$ cat src/rtl/logicnet_stream_ctrl_if.sv
// rtl/logicnet_stream_ctrl_if.sv - sample stream, net boundary and result stream bundle
interface logicnet_stream_ctrl_if #(
    parameter int IN_W  = 64,
    parameter int OUT_W = 2
);
    logic             s_valid;
    logic             s_ready;
    logic [IN_W-1:0]  s_data;
    logic [IN_W-1:0]  net_in;
    logic [OUT_W-1:0] net_out;
    logic             m_valid;
    logic             m_ready;
    logic [OUT_W-1:0] m_data;

    modport slave (
        input  s_valid, s_data, net_out, m_ready,
        output s_ready, net_in, m_valid, m_data
    );

    modport master (
        output s_valid, s_data, net_out, m_ready,
        input  s_ready, net_in, m_valid, m_data
    );
endinterface

$ cat src/rtl/logicnet_stream_ctrl.sv
// rtl/logicnet_stream_ctrl.sv - credit-based stream controller around a free-running pipelined classifier
module logicnet_stream_ctrl #(
    parameter int IN_W        = 64,
    parameter int OUT_W       = 2,
    parameter int PIPE_STAGES = 3,
    parameter int FIFO_DEPTH  = 4,
    parameter int CNT_W       = 32
) (
    input  logic                   clk_i,
    input  logic                   rst_i,
    logicnet_stream_ctrl_if.slave  bus,
    output logic                   busy_o,
    output logic [CNT_W-1:0]       in_count_o,
    output logic [CNT_W-1:0]       out_count_o
);
    localparam int          PTR_W   = $clog2(FIFO_DEPTH);
    localparam int          FCNT_W  = PTR_W + 1;
    localparam int          INF_W   = $clog2(PIPE_STAGES + 2);
    localparam logic [31:0] DEPTH_U = FIFO_DEPTH;

    logic [IN_W-1:0]    net_in_q, net_in_d;
    logic [PIPE_STAGES:0] vld_q, vld_d;
    logic [OUT_W-1:0]   mem_q [FIFO_DEPTH];
    logic [PTR_W-1:0]   wr_q, wr_d, rd_q, rd_d;
    logic [FCNT_W-1:0]  fcnt_q, fcnt_d;
    logic [CNT_W-1:0]   in_cnt_q, in_cnt_d, out_cnt_q, out_cnt_d;
    logic [INF_W-1:0]   inflight;
    logic               s_ready, m_valid, acc, push, pop;

    always_comb begin
        inflight = '0;
        for (int k = 0; k <= PIPE_STAGES; k++) begin
            inflight = inflight + INF_W'(vld_q[k]);
        end
    end

    // Every token in the net already owns a FIFO slot, so the net never stalls.
    assign s_ready = (32'(fcnt_q) + 32'(inflight)) < DEPTH_U;
    assign m_valid = (fcnt_q != '0);
    assign acc     = bus.s_valid & s_ready;
    assign push    = vld_q[PIPE_STAGES];
    assign pop     = m_valid & bus.m_ready;

    always_comb begin
        net_in_d  = acc ? bus.s_data : net_in_q;
        vld_d     = '0;
        vld_d[0]  = acc;
        for (int k = 1; k <= PIPE_STAGES; k++) begin
            vld_d[k] = vld_q[k-1];
        end
        wr_d      = wr_q + PTR_W'(push);
        rd_d      = rd_q + PTR_W'(pop);
        fcnt_d    = fcnt_q + FCNT_W'(push) - FCNT_W'(pop);
        in_cnt_d  = in_cnt_q + CNT_W'(acc);
        out_cnt_d = out_cnt_q + CNT_W'(pop);
    end

    always_ff @(posedge clk_i) begin
        if (rst_i) begin
            net_in_q  <= '0;
            vld_q     <= '0;
            wr_q      <= '0;
            rd_q      <= '0;
            fcnt_q    <= '0;
            in_cnt_q  <= '0;
            out_cnt_q <= '0;
            for (int i = 0; i < FIFO_DEPTH; i++) begin
                mem_q[i] <= '0;
            end
        end else begin
            net_in_q  <= net_in_d;
            vld_q     <= vld_d;
            wr_q      <= wr_d;
            rd_q      <= rd_d;
            fcnt_q    <= fcnt_d;
            in_cnt_q  <= in_cnt_d;
            out_cnt_q <= out_cnt_d;
            if (push) begin
                mem_q[wr_q] <= bus.net_out;
            end
        end
    end

    assert property (@(posedge clk_i) disable iff (rst_i)
        push |-> (fcnt_q < FCNT_W'(FIFO_DEPTH)));

    assign bus.s_ready  = s_ready;
    assign bus.net_in   = net_in_q;
    assign bus.m_valid  = m_valid;
    assign bus.m_data   = mem_q[rd_q];
    assign busy_o       = (|vld_q) | m_valid;
    assign in_count_o   = in_cnt_q;
    assign out_count_o  = out_cnt_q;
endmodule

$ cat src/flat_wrapper.sv
// flat-port wrapper written by rule: the top's interface ports become plain ports
module logicnet_stream_ctrl_flat 
#(
    parameter int IN_W        = 64,
    parameter int OUT_W       = 2,
    parameter int PIPE_STAGES = 3,
    parameter int FIFO_DEPTH  = 4,
    parameter int CNT_W       = 32
)
  (clk_i, rst_i, busy_o, in_count_o, out_count_o, bus_s_valid, bus_s_data, bus_net_out, bus_m_ready, bus_s_ready, bus_net_in, bus_m_valid, bus_m_data);
  logicnet_stream_ctrl_if #(.IN_W(IN_W), .OUT_W(OUT_W)) bus_i ();
  input  logic clk_i;
  input  logic rst_i;
  output logic busy_o;
  output logic [CNT_W-1:0] in_count_o;
  output logic [CNT_W-1:0] out_count_o;
  input wire logic [$bits(bus_i.s_valid)-1:0] bus_s_valid;
  input wire logic [$bits(bus_i.s_data)-1:0] bus_s_data;
  input wire logic [$bits(bus_i.net_out)-1:0] bus_net_out;
  input wire logic [$bits(bus_i.m_ready)-1:0] bus_m_ready;
  output wire logic [$bits(bus_i.s_ready)-1:0] bus_s_ready;
  output wire logic [$bits(bus_i.net_in)-1:0] bus_net_in;
  output wire logic [$bits(bus_i.m_valid)-1:0] bus_m_valid;
  output wire logic [$bits(bus_i.m_data)-1:0] bus_m_data;
  assign bus_i.s_valid = bus_s_valid;
  assign bus_i.s_data = bus_s_data;
  assign bus_i.net_out = bus_net_out;
  assign bus_i.m_ready = bus_m_ready;
  assign bus_s_ready = bus_i.s_ready;
  assign bus_net_in = bus_i.net_in;
  assign bus_m_valid = bus_i.m_valid;
  assign bus_m_data = bus_i.m_data;
  logicnet_stream_ctrl #(.IN_W(IN_W), .OUT_W(OUT_W), .PIPE_STAGES(PIPE_STAGES), .FIFO_DEPTH(FIFO_DEPTH), .CNT_W(CNT_W)) u_core (.clk_i(clk_i), .rst_i(rst_i), .bus(bus_i), .busy_o(busy_o), .in_count_o(in_count_o), .out_count_o(out_count_o));
endmodule
$ cat config.mk
export PLATFORM = sky130hd
export DESIGN_NAME = logicnet_stream_ctrl_flat
export DESIGN_NICKNAME = d
export VERILOG_FILES = /design/src/rtl/logicnet_stream_ctrl_if.sv /design/src/rtl/logicnet_stream_ctrl.sv /design/src/flat_wrapper.sv
export SDC_FILE = /design/constraint.sdc
export NUM_CORES = 1
export LEC_CHECK = 0
export CORE_ASPECT_RATIO = 2
export CORE_UTILIZATION = 46
export CTS_BUF_LIST = sky130_fd_sc_hd__clkbuf_4 sky130_fd_sc_hd__clkbuf_8 sky130_fd_sc_hd__clkbuf_16
export CTS_CLUSTER_DIAMETER = 40
export CTS_CLUSTER_SIZE = 8
export DETAILED_ROUTE_END_ITERATION = 8
export GPL_TIMING_DRIVEN = 0
export PLACE_DENSITY = 0.89
export SYNTH_ARGS = -nofsm -noshare
export SYNTH_HDL_FRONTEND = slang
export SYNTH_SLANG_ARGS = --single-unit
$ cat constraint.sdc
create_clock -name clk_i -period 5.1 [get_ports clk_i]
set_input_delay 0.51 -clock clk_i [delete_from_list [all_inputs] [get_ports clk_i]]
set_output_delay 0.51 -clock clk_i [all_outputs]
set_load 0.1 [all_outputs]
== After elaboration in Yosys (flattened, before gate mapping) ==
Memory sizes are Yosys's and may differ from the RTL's. A register that Yosys moved wholly into a read port is not among the register bits.
Index checks and enable logic that the tools add are counted.

* Bits in registers: 139
* Input bits: 70
* Output and inout port bits: 133
* Memories: 1
* Memory bits (writable): 8

{| class="wikitable"
|+ Memories
! memory !! words !! bits a word !! read ports !! clocked after Yosys merged registers in !! wr ports !! line !! source
|-
| u_core.mem_q || 4 || 2 || 1 || 1 || 4 || logicnet_stream_ctrl.sv:23 || <nowiki>logic [OUT_W-1:0] mem_q [FIFO_DEPTH];</nowiki>
|}

* Mux-type cells: 9
* $add $sub $neg: 10
* Order comparisons: 1
* Bitwise logic cells: 3
* Reduce and logical (&&, ||, !) cells: 3

{| class="wikitable"
|+ Operators by type and width
! kind !! number
|-
| $add 32x1->32 || 2
|-
| $lt 32x3->1 const B || 1
|-
| $add 3x1->3 || 3
|-
| $mux 1 || 6
|-
| $mux 2 || 3
|-
| $add 2x1->2 || 2
|-
| $add 3x3->4 || 1
|-
| $reduce_or 4->1 || 1
|-
| $reduce_bool 3->1 || 1
|-
| $sub 3x1->3 || 1
|-
| $add 1x1->2 || 1
|-
| $and 1x1->1 || 2
|-
| $reduce_or 2->1 || 1
|-
| $or 1x1->1 || 1
|}

== Depth between registers and ports, before layout ==
Gate-level depths: netlist (run 1).

* Depth in word-level cells: 7
* Mapped depth: 18

== Least setup slack after synthesis (run 1) ==
No wires, ideal clock.

* Path type: register -> register
* Start point: register u_core.vld_q[0]
* End point: register u_core.in_cnt_q[23], in the netlist u_core.in_count_o[23]
* Arrival time: 3.620 ns
* Required time: 5.030 ns
* Stages on the path, launching flop included: 19
* Clock period less this slack: 3.689 ns
* Path slack: 1.411 ns
* Library setup time: 0.070 ns
* Path through: dfxtp_1 -> inv_1 -> ha_1 -> inv_1 -> fa_1 -> inv_1 -> ha_1 -> ha_1 -> nor3_1 -> o211ai_1 -> inv_1 -> clkbuf_1 -> ha_1 -> and2_1 -> clkbuf_1 -> nand4_1 -> clkbuf_1 -> or3_2 -> a21oi_1

* Word-level cells in the longest chain between the ends: 7

{| class="wikitable"
|+ Ends and longest elaborated chain
! item !! line !! source
|-
| from (decl) || logicnet_stream_ctrl.sv:22 || <nowiki>logic [PIPE_STAGES:0] vld_q, vld_d;</nowiki>
|-
| from (signal assigned) || logicnet_stream_ctrl.sv:72 || <nowiki>vld_q <= vld_d;</nowiki>
|-
| $add 1x1->2 || logicnet_stream_ctrl.sv:33 || <nowiki>inflight = inflight + INF_W'(vld_q[k]);</nowiki>
|-
| $add 3x1->3 (2 in series) || logicnet_stream_ctrl.sv:33 ||
|-
| $add 3x3->4 || logicnet_stream_ctrl.sv:38 || <nowiki>assign s_ready = (32'(fcnt_q) + 32'(inflight)) < DEPTH_U;</nowiki>
|-
| $lt 32x3->1 || logicnet_stream_ctrl.sv:38 ||
|-
| $and 1x1->1 || logicnet_stream_ctrl.sv:40 || <nowiki>assign acc = bus.s_valid & s_ready;</nowiki>
|-
| net u_core.acc || logicnet_stream_ctrl.sv:28 || <nowiki>logic s_ready, m_valid, acc, push, pop;</nowiki>
|-
| $add 32x1->32 || logicnet_stream_ctrl.sv:54 || <nowiki>in_cnt_d = in_cnt_q + CNT_W'(acc);</nowiki>
|-
| to (signal assigned) || logicnet_stream_ctrl.sv:76 || <nowiki>in_cnt_q <= in_cnt_d;</nowiki>
|-
| to (decl) || logicnet_stream_ctrl.sv:26 || <nowiki>logic [CNT_W-1:0] in_cnt_q, in_cnt_d, out_cnt_q, out_cnt_d;</nowiki>
|}

The timed path passes the listed nets, and every way through them passes these cells.
A chain may end at the register's enable or synchronous reset.

== Worst setup path after layout (run 1) ==
Ends and elaborated chain as after synthesis.

==> results of run 1 <==
==> power by group through the flow <==
| stage | Sequential, uW | Combinational [uW] | Clock [uW] |
|---|---|---|---|
| floorplan | 1860 | 405 | 0 |
| global placement | 1330 | 1240 | 0 |
| detailed placement | 1340 | 1250 | 0 |
| CTS | 1310 | 1260 | 1270 |
| global route | 1320 | 1320 | 1310 |
| finish | 1310 | 1260 | 1250 |
==> final timing paths <==
kind / slack, ns / end / depth (start not counted) / from
worst min-delay path: 0.45 / u_core.bus.net_in[24]$_SDFFE_PP0N_ / 2 / u_core.bus.net_in[24]$_SDFFE_PP0N_
worst min register to register: 0.45 / u_core.bus.net_in[24]$_SDFFE_PP0N_ / 2 / u_core.bus.net_in[24]$_SDFFE_PP0N_
worst max-delay path: 0.61 / u_core.in_count_o[23]$_SDFF_PP0_ / 18 / u_core.vld_q[0]$_SDFF_PP0_
worst max register to register: 0.61 / u_core.in_count_o[23]$_SDFF_PP0_ / 18 / u_core.vld_q[0]$_SDFF_PP0_
==> state kept, by name (all words and copies together), names as in the netlist <==
signal	count
u_core.bus.net_in	64
u_core.in_count_o	32
u_core.out_count_o	32
u_core.mem_q	8
u_core.vld_q	4
u_core.fcnt_q	3
u_core.rd_q	2
u_core.wr_q	2
==> cells in the mapped netlist (2+ instances only) <==
master,count
nand2_1,149
dfxtp_1,139
a21oi_1,98
nor2_1,40
clkbuf_1,30
or4_1,22
o31ai_1,21
inv_1,18
nand3_1,17
nand4_1,17
xnor2_1,15
or3_1,14
xor2_1,14
ha_1,13
o21ai_0,13
edfxtp_1,8
nor2b_1,8
and2_1,6
nor3_1,6
nor4_1,5
and3_1,4
and4_1,4
nand2b_1,4
buf_1,3
buf_6,3
and4_2,2
clkbuf_8,2
fa_1,2
mux4_2,2
or3_2,2
==> stage by stage <==
stage,total power [uW],area (um2)
6_report,3820,8830
5_1_grt,3950,8830
4_1_cts,3840,8830
3_5_place_dp,2590,8240
3_3_place_gp,2570,8240
2_1_floorplan,2260,6040
==> critical path: stages (launching register included) <==
cell and delay [ns]:
dfxtp_1 0.36, inv_1 0.07, ha_1 0.27, inv_1 0.04, fa_1 0.35, inv_1 0.07
ha_1 0.22, ha_1 0.18, nor3_1 0.22, o211ai_1 0.19, inv_1 0.10, clkbuf_1 0.36
ha_1 0.25, and2_1 0.12, clkbuf_1 0.28, nand4_1 0.40, clkbuf_1 0.35, or3_2 0.46
a21oi_1 0.14
==> cells by family after synthesis <==
| logic type | after synthesis | share of synthesized area, % |
|---|---|---|
| adders and majority gates | 15 | 3.36 |
| and+or+nand+nor | 308 | 24.8 |
| xor gates and xnor gates | 29 | 4.21 |
| DFF | 147 | 50.1 |
| buffers and inverters | 57 | 4.27 |
| AOI/OAI and AO/OA | 136 | 12.3 |
| muxes | 3 | 0.933 |
==> placed cells by master (no fill, tap or decap), types with 14 or more instances in the layout <==
cell type,netlist,final
clkdlybuf4s50_1,0,201
nand2_1,149,149
dfxtp_1,139,139
a21oi_1,98,98
nor2_1,40,40
clkbuf_1,30,30
or4_1,22,22
o31ai_1,21,21
inv_1,18,18
nand3_1,17,17
nand4_1,17,17
clkbuf_16,0,17
xnor2_1,15,15
or3_1,14,14
xor2_1,14,14
==> final cells by class <==
type / count / area share [%]
well taps: 150 / 2.13
clock inverters: 13 / 1.69
clock buffers: 19 / 5.06
inverters: 18 / 0.765
multi-input cells: 491 / 31.2
flip-flops and latches: 147 / 34.2
plain buffers: 39 / 2.15
repair buffers: 201 / 22.8
==> per-layer routing <==
metal / vias up / track usage, % / share of wire [%]
met5: - / 0 / 0
met4: 0 / 11.4 / 2.3
met3: 26 / 5.83 / 5.5
met2: 191 / 49.2 / 57
met1: 2727 / 22.5 / 35
li1: 2849 / - / -
==> run summary, run 1 <==
The H-tree depth reported by CTS is 4, and the wire length per cell is 15.4 um. Across every metal layer, demand over resource in global routing totals 24.5%. In this run, synthesis produced a sequential element count of 147. The required time of the critical path was 5.45 ns. In this run the horizontal extent of the chip is 83.0 um.

Number of global-route vias before repair: 5769. For this block, the via count after detailed routing is 5793. For the reported leakage power, the log shows 0.00310 uW.

The worst relative slew slack was 30.6%. The final layout contains 1000 nets. The number of synthesized flops with an enable pin is 8. The power density over the cells was 433 nW/um2; the peak supply drop was 0.000350 V.

The die height is 164 um, and the HPWL reported at the end of detailed placement is 12600 um. The run finished with clean final reports. The switching power total was 1510 uW.

The number of different library cells in the post-synthesis netlist is 44, and the switching share of power is 39.4%. Dividing the synthesized area by the synthesized cell count gives 8.68 um2. The sequential power share was 34.3%.

The data arrival at the endpoint of the critical path came out at 4.84 ns. Buffers inserted to repair hold after CTS numbered 0. Clock latency on the worst-skew pair, taken at its later pin, is 0.41 ns. Final worst-path cycle share: 88.1%. The reported max-cap violation count was 0. STA classifies the critical path endpoint as a flip-flop.

The internal power of the cells totals 2320 uW. The row count was 58. The final count of pins violating max slew came out at 0.

Prior to clock tree synthesis, the placed netlist has a worst setup slack of 0.647 ns. The number of buffers added for setup after CTS is 0. Entering global routing, the biggest net connects 17 pins. Subtracting the final worst setup slack from the clock period gives 4.49 ns. The cell area that synthesis handed to floorplanning was 6040 um2. The run gives 17 as the number of buffers added by the clock tree synthesis step. After detailed routing, the number of remaining DRC violations is 0. TritonCTS built the clock tree. The transition time at the pin with the least slew margin was 1.04 ns.

STA classifies the critical path startpoint as a flip-flop. Across the whole layout, storage elements account for 3020 um2. The tools report the core outline area as 12700 um2.

Of the cells placed in the final design, the portion with a size suffix greater than 1 is 5.71%. After clock tree synthesis, the clock-pin slew on the worst setup and hold paths is 0.07 ns. The total length of routed wires was 16600 um; the combinational group share of total power was 32.9%. The count of placed standard cells including taps was 1046. The finished layout holds 1078 standard cells, fillers aside.

Summing the sequential cell areas from Yosys gives 50.1% of the chip area. The setup total negative slack came out at 0 ns. For this run the aggregate overflow at the end of global routing stands at 0. The tools report the violation count after the first detailed-routing iteration as 238. Yosys attributes the largest share of cell area to dfxtp_1, nand2_1, a21oi_1.

The synthesized design spends more area on one cell type than any other, namely dfxtp_1. After synthesis, the share of flip-flops with an asynchronous set or reset is 0%. Setup repair after global routing left no endpoint under its margin. Cells fill 69.5% of the core in the end. The worst-case clock skew was 0.0108 ns. Summing all multi-input logic gate instances after layout gives 2760 um2.

The die covers 13600 um2. The last weighted congestion value of the routability-driven placer was 0.865. In the synthesized netlist the dominant register cell turns out to be dfxtp_1. The setup path with the least slack is of type reg2reg. Hold timing on the final database bottoms out at a slack of 0.452 ns. Once detail routing completed, the nets flagged for antenna violations numbered 0. For this run, the detailed router's first-pass iteration total came to 4.

For the maximum clock rate, the log shows 223 MHz. Clock tree synthesis selected as its root buffer the cell clkbuf_16. For the part of the total power dissipated in the clock network, the log shows 32.8%.

The via-per-instance ratio works out to 5.37. The first global-routing pass estimated 26800 um of wire. For this run, the number of Yosys warnings is 0.

The number of cells produced by synthesis was 695; the filler cell count in the final layout was 966. The total count of hold-check failures in the final report was 0; the share of the synthesized area in the top cell type was 46.1%. 203 I/O pins were placed.

Setup slack closes at 0.609 ns. In this run the worst hold path is classified as reg2reg. Maximum fanout count along the critical path: 10. The logs give 47.5% for the initial cell density of the core and 147 for the clock sink count. Setup violations remaining at the end of the flow were counted as 0.

0 antenna diodes ended up in the layout. Net count after synthesis: 780. The clock passes through at most 2 buffers.

The area growth from synthesis to layout is 46.3%. Port buffering added 201 buffers. In this run, post-CTS repair resized a total of 0 instances. The number of antenna violations at the first check in global routing came out at 0.
(Power assumes the default switching activity.)
==> run 2, diff against run 1 <==
==> constraint.sdc (replaced) <==
create_clock -name clk_i -period 5.1 [get_ports clk_i]
set_input_delay 0.765 -clock clk_i [delete_from_list [all_inputs] [get_ports clk_i]]
set_output_delay 0.765 -clock clk_i [all_outputs]
set_load 0.1 [all_outputs]
==> results of run 2 <==
Same layout as run 1: the final DEF is identical, and so are final timing and power.
==> run 3, diff against run 2 <==
- CAP_MARGIN: default -> 20
==> results of run 3 <==
Same layout as run 1: the final DEF is identical, and so are final timing and power.
==> RTL edit 1: new RTL, config.mk and constraints of run 3 <==
Reset style: asynchronous (`rst_i`), changed in one clocked block.
--- a/src/rtl/logicnet_stream_ctrl.sv
+++ b/src/rtl/logicnet_stream_ctrl.sv
@@ -55,7 +55,7 @@
         out_cnt_d = out_cnt_q + CNT_W'(pop);
     end
 
-    always_ff @(posedge clk_i) begin
+    always_ff @(posedge clk_i or posedge rst_i) begin
         if (rst_i) begin
             net_in_q  <= '0;
             vld_q     <= '0;
Check against the original RTL: differs if rst_i is asserted again (counterexample within 4 cycles, from zero or initial values and one cycle with rst_i high); with rst_i held inactive, the same outputs for 10 cycles.
==> RTL edit 1 against run 3 <==
Critical path depth increased by 1; area after synthesis rose by 0.52%; sequential cell count unchanged; clock skew is 2.5 ps higher; sequential share of layout area up 7.0 points; first-iteration DRC count decreased by 35%; global-route usage is 2.9 points lower; routed wire length decreased by 13%; synthesized cell count is 36% lower; worst setup slack got worse by 330 ps; cell area increased by 0.95%.
Power is not shown: default switching activity piles up to over one toggle a cycle in this logic, so the estimate is an artifact.
==> RTL edit 1: results (changes against run 3) <==
----------------------------------------------------
[Layout]
  Number of nets in the layout ... 750 (was 1,000)
  Filler cells ... 854 (was 966)
  Share of layout cells above drive strength 1 ... 17.3% (was 5.71%)

[Logic synthesis]
  Register area share after synthesis ... 60.6% (was 50.1%)
  Post-Syn Nets ... 528 (was 780)
  Post-synthesis adder-cell area fraction ... 3.34% (was 3.36%)
  Number of distinct library cells after synthesis ... 30 (was 44)
  Most frequent cells after synthesis ... sky130_fd_sc_hd__dfrtp_1, sky130_fd_sc_hd__mux2_2, sky130_fd_sc_hd__xnor2_1 (was sky130_fd_sc_hd__nand2_1, sky130_fd_sc_hd__dfxtp_1, sky130_fd_sc_hd__a21oi_1)
  Portion of netlist area occupied by mux cells ... 14.1% (was 0.933%)
  Fraction of the mapped netlist area in compound gates ... 0% (was 12.3%)
  Xor and xnor area share after synthesis ... 9.24% (was 4.21%)
  Share of flip-flops with an asynchronous set or reset ... 100% (was 0%)

[Global routing]
  Number of global-route vias before repair ... 4,793 (was 5,769)
  Initial antenna violation count ... 0 (unchanged)
  GRT Total Usage ... 21.6% (was 24.5%)
  Maximum number of pins on one net before global-route repair ... 81 (was 17)

[STA]
  Slew at the pin closest to its max-slew limit ... 1020 ps (was 1040 ps)
  Clock tree skew after final layout ... 13.2 ps (was 10.8 ps)

[Placement]
  Cells after DPL ... 798 (was 1,046)
  Post-DP Area ... 0.00833 mm^2 (was 0.00824 mm^2)
  GP Congestion ... 0.820 (was 0.865)
  Count of input and output buffers ... 202 (was 201)
  Detailed placement HPWL ... 11.0 mm (was 12.6 mm)

[Drt]
  Met2 routed wirelength ... 8.42 mm (was 9.55 mm)
  Total Wirelength ... 14.4 mm (was 16.6 mm)
  DRT iter0 DRCs ... 155 (was 238)
  First-pass DRT Iterations ... 6 (was 4)
  Vias per inst ... 5.25 (was 5.37)
  Met1 wire length ... 4.93 mm (was 5.76 mm)
  Met3 wirelength from detailed routing ... 635 um (was 919 um)

[Worst setup path]
  Top delay family on crit path ... simple AND/OR/NAND/NOR gates (was buffers and inverters)
  CP max stage delay ... 580 ps (was 460 ps)
  Data arrival time at the worst-slack endpoint ... 5100 ps (was 4840 ps)
  Critical-path top delay cell ... sky130_fd_sc_hd__nor3_1 (was sky130_fd_sc_hd__or3_2)

[Run status]
  Result of the run ... completed (unchanged)

----------------------------------------------------
==> RTL edit 1: timing repair <==
item	in CTS	in global routing
endpoints found under the setup margin	0	5
buffers inserted	0	0
endpoints found under the hold margin	0	0
resized for setup	0	1
==> RTL edit 1: worst paths after layout <==
kind	startpoint	end	slack, ps	cells past startpoint
min in group asynchronous	rst_i	u_core.mem_q[3]	860	2
worst min register to register	u_core.vld_q[2]	u_core.vld_q[3]	390	0
max in group asynchronous	rst_i	u_core.out_count_o[12]	3420	3
worst max-delay path	u_core.vld_q[0]	u_core.in_count_o[20]	280	19
worst min-delay path	u_core.vld_q[2]	u_core.vld_q[3]	390	0
worst max register to register	u_core.vld_q[0]	u_core.in_count_o[20]	280	19
==> RTL edit 1: per-stage QoR <==
stage | hold WS (ps) | setup slack [ps] | TNS [ps]
global placement | 364 | -1230 | -178100
finish | 388 | 275 | 0
detailed placement | 379 | 133 | 0
CTS | 393 | 91.6 | 0
global route | 404 | 7.30 | 0
floorplan | 354 | 184 | 0
==> RTL edit 1: layer usage <==
| metal | vias up | global-route usage (%) |
|---|---|---|
| met4 | 0 | 9.09 |
| met2 | 160 | 42.1 |
| li1 | 1985 | - |
| met3 | 32 | 4.60 |
| met1 | 2177 | 21.8 |
| met5 | - | 0 |
==> RTL edit 1: area by class of cell <==
class,instances,area [um^2],area share (%)
Sequential cell,147,3680,41.3
Timing Repair Buffer,203,2050,23.0
Clock buffer,20,460,5.16
Clock inverter,12,123,1.38
Tap cell,152,190,2.13
Multi-Input combinational cell,267,2290,25.7
Inverter,20,80.1,0.898
Buffer,9,42.5,0.477
==> RTL edit 2: new RTL, settings of run 3 <==
Without the edit above. `IN_W` is set to 64 in 3 places; all go to 32.
--- a/src/rtl/logicnet_stream_ctrl_if.sv
+++ b/src/rtl/logicnet_stream_ctrl_if.sv
@@ -1,6 +1,6 @@
 // rtl/logicnet_stream_ctrl_if.sv - sample stream, net boundary and result stream bundle
 interface logicnet_stream_ctrl_if #(
-    parameter int IN_W  = 64,
+    parameter int IN_W  = 32,
     parameter int OUT_W = 2
 );
     logic             s_valid;
--- a/src/rtl/logicnet_stream_ctrl.sv
+++ b/src/rtl/logicnet_stream_ctrl.sv
@@ -1,6 +1,6 @@
 // rtl/logicnet_stream_ctrl.sv - credit-based stream controller around a free-running pipelined classifier
 module logicnet_stream_ctrl #(
-    parameter int IN_W        = 64,
+    parameter int IN_W        = 32,
     parameter int OUT_W       = 2,
     parameter int PIPE_STAGES = 3,
     parameter int FIFO_DEPTH  = 4,
--- a/src/flat_wrapper.sv
+++ b/src/flat_wrapper.sv
@@ -1,7 +1,7 @@
 // flat-port wrapper written by rule: the top's interface ports become plain ports
 module logicnet_stream_ctrl_flat 
 #(
-    parameter int IN_W        = 64,
+    parameter int IN_W        = 32,
     parameter int OUT_W       = 2,
     parameter int PIPE_STAGES = 3,
     parameter int FIFO_DEPTH  = 4,
Interface: changed (resized bus_net_in and bus_s_data); port bits go from 203 to 139. No check against the original RTL was run, so the function may have changed too.
==> RTL edit 2 against run 3 <==
Total power shrank 19%; area after synthesis fell by 16%; cell area down 18%; first-iteration DRC count fell by 4.2%; critical path depth rose by 1; via count is 16% lower; worst setup slack got worse by 420 ps; routed wire length shrank 14%; sequential cell count down 32; highest routed layer unchanged.
==> RTL edit 2: results (changes against run 3) <==
----------------------------------------------------
[Run status]
  Result of the run ... completed (unchanged)

[STA]
  Worst Hold Slack ... 451 ps (was 452 ps)
  Post-layout min period ... 4910 ps (was 4490 ps)

[Placement]
  Cells after DPL ... 837 (was 1,046)
  Worst slack, placed ... 76.1 ps (was 647 ps)
  Post-DP Area ... 0.00661 mm^2 (was 0.00824 mm^2)
  Count of input and output buffers ... 137 (was 201)
  GP Congestion ... 0.875 (was 0.865)
  Detailed placement HPWL ... 10.3 mm (was 12.6 mm)

[Global routing]
  GRT Total Usage ... 25.1% (was 24.5%)
  Global-route wire length before repair ... 22.4 mm (was 26.8 mm)

[Layout]
  Share of layout cells above drive strength 1 ... 8.30% (was 5.71%)
  Number of nets in the layout ... 775 (was 1,000)

[Drt]
  Vias per inst ... 5.58 (was 5.37)
  Number of vias after detailed routing ... 4,868 (was 5,793)
  DRT iter0 DRCs ... 228 (was 238)
  Post-detailed-route wirelength per cell ... 16.3 um (was 15.4 um)

[Logic synthesis]
  Post-Syn Nets ... 616 (was 780)
  Most frequent cells after synthesis ... sky130_fd_sc_hd__dfxtp_1, sky130_fd_sc_hd__nand2_1, sky130_fd_sc_hd__a21oi_1 (was sky130_fd_sc_hd__nand2_1, sky130_fd_sc_hd__dfxtp_1, sky130_fd_sc_hd__a21oi_1)

[Worst setup path]
  Critical-path top delay cell ... sky130_fd_sc_hd__or3_4 (was sky130_fd_sc_hd__or3_2)
  Data arrival time at the worst-slack endpoint ... 5200 ps (was 4840 ps)
  Cell depth of the worst flop-to-flop path ... 19 (was 18)
  Critical path destination ... u_core.in_count_o[28] (was u_core.in_count_o[23])
  Top delay family on crit path ... adder cells (was buffers and inverters)

[Min path]
  Endpoint of the worst hold-timing path ... u_core.bus.net_in[29] (was u_core.bus.net_in[24])
  Hold Crit Start ... u_core.bus.net_in[29] (was u_core.bus.net_in[24])

----------------------------------------------------
RTL edit 2: cell count changes after synthesis, sizes merged, moves of 5 or more:
cell	delta
nand2	-61
a21oi	-34
dfxtp	-32
clkbuf	-14
or4	-9
o31ai	-7
xor2	-6
nor4	+5
RTL edit 2: power breakdown:
group / internal (mW) / switching, mW / total [mW]
Clock: 0.805 / 0.412 / 1.22
Combinational: 0.226 / 0.625 / 0.852
Sequential: 0.972 / 0.0449 / 1.02
Total: 2.00 / 1.08 / 3.09
RTL edit 2: cells by family (layout without fill, tap and decap cells):
| logic type | count (synthesis) | after routing | share of synthesized area (%) |
|---|---|---|---|
| muxes | 6 | 6 | 1.78 |
| DFF | 115 | 115 | 47.0 |
| buffers and inverters | 46 | 218 | 3.92 |
| xor gates and xnor gates | 27 | 27 | 4.67 |
| AOI/OAI and AO/OA | 102 | 102 | 11.4 |
| adders and majority gates | 15 | 15 | 4.00 |
| and+or+nand+nor | 252 | 252 | 27.3 |
RTL edit 2: repair_timing:
| item | 4_1_cts | 5_1_grt |
|---|---|---|
| setup endpoints to repair | 0 | 3 |
| buffers inserted | 0 | 3 |
| endpoints found under the hold margin | 0 | 0 |
RTL edit 2: area by class of cell:
type	instances	area, um^2
tap	137	171
multi-input combinational	402	2490
clock inverter	10	131
inverter	19	71.3
sequential	115	2380
clock buffer	22	475
timing repair buffer	140	1390
buffer	27	128
fill	828	3370
RTL edit 2: metal layers:
| layer | vias to the layer above | part of all wire, % | global-route usage [%] |
|---|---|---|---|
| li1 | 2305 | - | - |
| met1 | 2318 | 35 | 23.0 |
| met3 | 64 | 4.8 | 7.33 |
| met4 | 0 | 5.0 | 18.2 |
| met5 | - | 0 | 0 |
| met2 | 181 | 56 | 46.4 |
